===== src/rtl/llc_input_scheduler.sv =====
// Input scheduler for the LLC pipeline: arbitrates responses, resumed requests,
// a set-by-set flush sweep and round-robin CPU/DMA requests into one datapath.
module llc_input_scheduler #(
  parameter int SET_W    = 9,
  parameter int NUM_SETS = 512
) (
  input  logic             clk,
  input  logic             rst,
  input  logic             rsp_valid,
  output logic             rsp_ready,
  input  logic             req_valid,
  output logic             req_ready,
  input  logic             dma_valid,
  output logic             dma_ready,
  input  logic             req_stall,
  input  logic             dma_stall,
  input  logic             resume_valid,
  input  logic             flush_req,
  input  logic             proc_done,
  output logic             proc_start,
  output logic [2:0]       sel,
  output logic [SET_W-1:0] flush_set,
  output logic             flush_done,
  output logic             busy,
  output logic [1:0]       o_dbg_state
);

  // Handshake: a source is consumed in the single cycle its ready is high. The
  // grant is decided from the valids seen in IDLE; on the next edge ready,
  // proc_start and sel are registered together, so ready is a one-cycle pulse
  // that is never asserted outside the launch cycle of an operation.

  typedef enum logic [1:0] {
    IDLE       = 2'd0,
    BUSY       = 2'd1,
    FLUSH_BUSY = 2'd2
  } state_t;

  localparam logic [2:0] SEL_NONE   = 3'd0;
  localparam logic [2:0] SEL_RSP    = 3'd1;
  localparam logic [2:0] SEL_RESUME = 3'd2;
  localparam logic [2:0] SEL_FLUSH  = 3'd3;
  localparam logic [2:0] SEL_REQ    = 3'd4;
  localparam logic [2:0] SEL_DMA    = 3'd5;

  localparam logic [SET_W-1:0] LAST_SET = SET_W'(NUM_SETS - 1);

  state_t           r_state;
  logic [2:0]       r_sel;
  logic             r_proc_start;
  logic             r_rsp_ready;
  logic             r_req_ready;
  logic             r_dma_ready;
  logic             r_flush_done;
  logic             r_busy;
  logic [SET_W-1:0] r_flush_set;
  logic             r_flush_active;
  logic             r_rr_ptr;  // 0: req preferred next, 1: dma preferred next

  logic             w_req_elig;
  logic             w_dma_elig;
  logic [2:0]       w_grant;

  // A running sweep holds off CPU and DMA traffic until flush_done.
  assign w_req_elig = req_valid && !req_stall && !r_flush_active;
  assign w_dma_elig = dma_valid && !dma_stall && !r_flush_active;

  always_comb begin
    w_grant = SEL_NONE;
    if (rsp_valid) begin
      w_grant = SEL_RSP;
    end else if (resume_valid) begin
      w_grant = SEL_RESUME;
    end else if (flush_req || r_flush_active) begin
      w_grant = SEL_FLUSH;
    end else if (w_req_elig && w_dma_elig) begin
      w_grant = r_rr_ptr ? SEL_DMA : SEL_REQ;
    end else if (w_req_elig) begin
      w_grant = SEL_REQ;
    end else if (w_dma_elig) begin
      w_grant = SEL_DMA;
    end
  end

  always_ff @(posedge clk or posedge rst) begin
    if (rst) begin
      r_state        <= IDLE;
      r_sel          <= SEL_NONE;
      r_proc_start   <= 1'b0;
      r_rsp_ready    <= 1'b0;
      r_req_ready    <= 1'b0;
      r_dma_ready    <= 1'b0;
      r_flush_done   <= 1'b0;
      r_busy         <= 1'b0;
      r_flush_set    <= '0;
      r_flush_active <= 1'b0;
      r_rr_ptr       <= 1'b0;
    end else begin
      r_proc_start <= 1'b0;
      r_rsp_ready  <= 1'b0;
      r_req_ready  <= 1'b0;
      r_dma_ready  <= 1'b0;
      r_flush_done <= 1'b0;
      case (r_state)
        IDLE: begin
          if (w_grant != SEL_NONE) begin
            r_sel        <= w_grant;
            r_proc_start <= 1'b1;
            r_busy       <= 1'b1;
            r_state      <= BUSY;
            case (w_grant)
              SEL_RSP: r_rsp_ready <= 1'b1;
              SEL_FLUSH: begin
                r_flush_active <= 1'b1;
                r_state        <= FLUSH_BUSY;
              end
              SEL_REQ: begin
                r_req_ready <= 1'b1;
                r_rr_ptr    <= 1'b1;
              end
              SEL_DMA: begin
                r_dma_ready <= 1'b1;
                r_rr_ptr    <= 1'b0;
              end
              default: ;
            endcase
          end
        end
        BUSY: begin
          if (proc_done) begin
            r_state <= IDLE;
            r_busy  <= 1'b0;
            r_sel   <= SEL_NONE;
          end
        end
        FLUSH_BUSY: begin
          if (proc_done) begin
            r_state <= IDLE;
            r_busy  <= 1'b0;
            r_sel   <= SEL_NONE;
            if (r_flush_set == LAST_SET) begin
              r_flush_done   <= 1'b1;
              r_flush_set    <= '0;
              r_flush_active <= 1'b0;
            end else begin
              r_flush_set <= r_flush_set + 1'b1;
            end
          end
        end
        default: begin
          r_state <= IDLE;
          r_busy  <= 1'b0;
          r_sel   <= SEL_NONE;
        end
      endcase
    end
  end

  assign rsp_ready   = r_rsp_ready;
  assign req_ready   = r_req_ready;
  assign dma_ready   = r_dma_ready;
  assign proc_start  = r_proc_start;
  assign sel         = r_sel;
  assign flush_set   = r_flush_set;
  assign flush_done  = r_flush_done;
  assign busy        = r_busy;
  assign o_dbg_state = r_state;

endmodule


===== config.mk =====
export PLATFORM = sky130hd
export DESIGN_NAME = llc_input_scheduler
export DESIGN_NICKNAME = d
export VERILOG_FILES = /design/src/rtl/llc_input_scheduler.sv
export SDC_FILE = /design/constraint.sdc
export NUM_CORES = 1
export LEC_CHECK = 0
export CAP_MARGIN = 30
export CORE_MARGIN = 1
export CORE_UTILIZATION = 45
export CTS_BUF_LIST = sky130_fd_sc_hd__clkbuf_8
export DETAILED_ROUTE_END_ITERATION = 10
export GPL_TIMING_DRIVEN = 0
export PLACE_DENSITY = 0.76
export SETUP_SLACK_MARGIN = 0.02
export SYNTH_ARGS = -nofsm -noshare
export SYNTH_HDL_FRONTEND = slang
export SYNTH_SLANG_ARGS = --single-unit

===== constraint.sdc =====
create_clock -name clk -period 2.8 [get_ports clk]
set_input_delay 0.42 -clock clk [delete_from_list [all_inputs] [get_ports clk]]
set_output_delay 0.42 -clock clk [all_outputs]
set_load 0.01 [all_outputs]

==> summary.md <==
| Metric | Value |
|---|---|
| P_leak | `0.653 nW` |
| Mapped Cells | `114` |
| GRT Util Overall | `0.189` |
| First-pass GRT wire length | `3.75 mm` |
| Crit share post-route | `0.830` |
| Crit path kind | `flip-flop to flip-flop` |
| Routed Antenna Nets | `0` |
| Reg2reg setup slack | `0.47 ns` |
| CP max stage delay | `0.42 ns` |
| Number of global-route vias before repair | `918` |
| # setup viols final | `0` |
| Total number of vias | `981` |
| Worst EP arrival | `2.50 ns` |
| R2R Path Start | `flush_set[0]$_DFFE_PP0P_` |
| Hold Startpoint | `r_rr_ptr$_DFFE_PP0P_` |
| Starting density of the core | `0.487` |
| Post-CTS setup buffers | `0` |
| Hold Crit Endpoint | `r_rr_ptr$_DFFE_PP0P_` |
| Post-detail-place hpwl | `1.65 mm` |
| Top cells by area, synth | `dfrtp_1 (50%), ha_1 (4.5%), o21ai_0 (4.1%)` |
| Commonest cells after routing, fill and taps aside | `clkdlybuf4s50_1 (29), dfrtp_1 (22), o21ai_0 (9), nor2_1 (9), nand2_1 (7)` |
| Crit path time final | `2.33 ns` |
| Reg2reg end | `flush_set[7]$_DFFE_PP0P_` |
| Achievable clock frequency | `430 MHz` |
| Clock buffer depth | `2` |
| Mapped cell area | `1110 um2` |
| WL per Instance | `12.9 um` |
| Worst-path cell with the longest stage delay | `dfrtp_1` |
| Synth warnings | `0` |
| Post-synth top area share | `0.497` |
| P&R area growth vs syn | `34.4%` |
| Final Core Density | `0.654` |
| Core box area | `2280 um2` |
| Post-Syn Nets | `128` |
| Req. time, crit path | `2.97 ns` |
| Worst Clk Skew | `0.00308 ns` |
| Critical path startpoint category | `flip-flop` |
| Worst Hold Depth | `1` |
| Fin Setup TNS | `0 ns` |
| Nets@finish | `162` |
| Worst Reg-to-Reg Cells | `8` |
| Sequential area share after synthesis | `0.497` |
| Outcome | `finished clean` |
| Largest area contributor in the netlist | `dfrtp_1` |
| Largest net degree at the start of global routing | `23` |
| Final Hold Viols | `0` |
| I/O pins | `30` |
| Worst-path cell chain | `ha_1 -> and3_1 -> and3_1 -> ha_1 -> clkbuf_1 -> or2_2 -> clkbuf_1 -> o31ai_1` |
| Die W | `51.6 um` |
| Slew Limit Fails | `0` |
| CTS Hold Bufs | `0` |
| Antenna diodes | `0` |
| Class of the worst hold path | `flip-flop to flip-flop` |
| Clock H-tree levels | `1` |
| Die H | `51.6 um` |
| First-pass DRT Iterations | `4` |
| Share of post-route cells with drive strength above 1 | `0.0612` |
| Clk sinks | `22` |
| Commonest non-fill, non-tap cell in the layout | `clkdlybuf4s50_1` |
| TritonCTS buffer count | `3` |
| Port bufs | `29` |
| Clock latency on the worst-skew pair | `0.27 ns` |
| Initial antenna violation count | `0` |
| GRT overflow | `0` |
| Max-cap violations | `0` |
| Num rows | `17` |
| Critical path capture point type | `flip-flop` |
| Max Fanout on Critical Path | `9` |
| Synth Register Bits | `22` |
| Slew @ Worst Pin | `0.808 ns` |
| Die area | `2660 um2` |
| Post_cts resized | `0` |
| Reg clk slew, reported paths | `0.08 ns` |
| RSZ-0062 raised after global routing | `no` |
| Max VDD drop | `601 uV` |
| Syn_area_per_cell | `9.71 um2` |
| Pwr Density | `715 nW/um2` |
| Clk root buf | `clkbuf_8` |
| Initial DRC count | `27` |
| CTS tree | `yes` |
| Vias per Instance | `5.61` |
| Drc violations | `0` |
| Distinct cells, synth | `37` |
| WL final | `2.26 mm` |
| GPL Wtd Cong | `0.765` |
| Slew HR | `0.461` |
[how the worst max path moves through the flow]
stage	cells past startpoint	slack [ns]	to	from
after floorplan	9	0.69	flush_set[3]$_DFFE_PP0P_	flush_set[0]$_DFFE_PP0P_
after global placement	9	0.54	flush_set[3]$_DFFE_PP0P_	flush_set[0]$_DFFE_PP0P_
after detailed placement	8	0.50	flush_set[7]$_DFFE_PP0P_	flush_set[0]$_DFFE_PP0P_
after CTS	8	0.47	flush_set[7]$_DFFE_PP0P_	flush_set[0]$_DFFE_PP0P_
after global routing	8	0.31	flush_set[7]$_DFFE_PP0P_	flush_set[0]$_DFFE_PP0P_
final	8	0.47	flush_set[7]$_DFFE_PP0P_	flush_set[0]$_DFFE_PP0P_
[stage by stage]
step           setup slack (ns)  area, um2  hold slack [ns]  instances  power [mW]
2_1_floorplan             0.688       1110            0.409        114       0.644
3_3_place_gp              0.541       1430            0.472        171       0.830
3_5_place_dp              0.503       1430            0.478        171       0.840
4_1_cts                   0.467       1490            0.497        175        1.07
5_1_grt                   0.310       1490            0.511        175        1.13
6_report                  0.475       1490            0.494        175        1.06
[final cells by class]
cell class	instances	area (um2)
multi-input cells	82	519
clock buffers	4	55.1
plain buffers	4	15.0
inverters	6	22.5
well taps	28	35.0
fillers	179	788
repair buffers	29	290
flip-flops and latches	22	551
[critical path: cells and delay by family, from the launching register on]
family	cells	cell delay [ns]
flip-flops	1	0.42
AO/OA/AOI/OAI	1	0.26
adder cells (fa/ha/maj)	2	0.41
AND/OR/NAND/NOR	3	0.76
buffers and inverters	2	0.38
[registers in the layout, indices dropped and copies added, names as in the netlist]
name	cells
sel	3
r_flush_active	1
r_rr_ptr	1
req_ready	1
o_dbg_state	2
flush_set	9
rsp_ready	1
flush_done	1
busy	1
dma_ready	1
proc_start	1
[logic make-up after synthesis]
kind of cell               after synthesis  synth area share
and+or+nand+nor                         41             0.201
buffers and inverters                   10            0.0339
DFF                                     22             0.497
adders and majority gates                4            0.0452
muxes                                    1            0.0102
AOI/OAI and AO/OA                       36             0.212
[power breakdown]
part | total (mW) | leakage (nW) | internal (mW) | switching [mW]
registers | 0.427 | 0.287 | 0.384 | 0.0435
logic | 0.405 | 0.337 | 0.203 | 0.202
clock network | 0.231 | 0.0288 | 0.126 | 0.106
[cells in the mapped netlist, drive strengths merged]
cell type and instances:
a211o 1, a211oi 1, a21boi 1, a21o 1, a21oi 5, a22o 1
a31oi 4, and3 5, clkbuf 4, dfrtp 22, ha 4, inv 6
mux2 1, nand2 7, nand2b 6, nand3 4, nand4 1, nor2 10
nor2b 1, nor3 2, nor3b 1, nor4 1, o21ai 10, o21bai 2
o22a 1, o22ai 2, o2bb2ai 1, o311ai 2, o31ai 3, o32a 1
or2 1, or3 1, or4 1
[layer usage]
| layer | wire length [um] | GRT usage | share of wire | up-vias |
|---|---|---|---|---|
| met1 | 1040 | 0.242 | 0.46 | 464 |
| met4 | 36 | 0.0811 | 0.016 | 0 |
| li1 | - | - | - | 485 |
| met3 | 85 | 0.0263 | 0.038 | 4 |
| met2 | 1090 | 0.316 | 0.48 | 28 |
| met5 | 0 | 0 | 0 | - |
No activity file was read; power rests on OpenSTA's default activity.
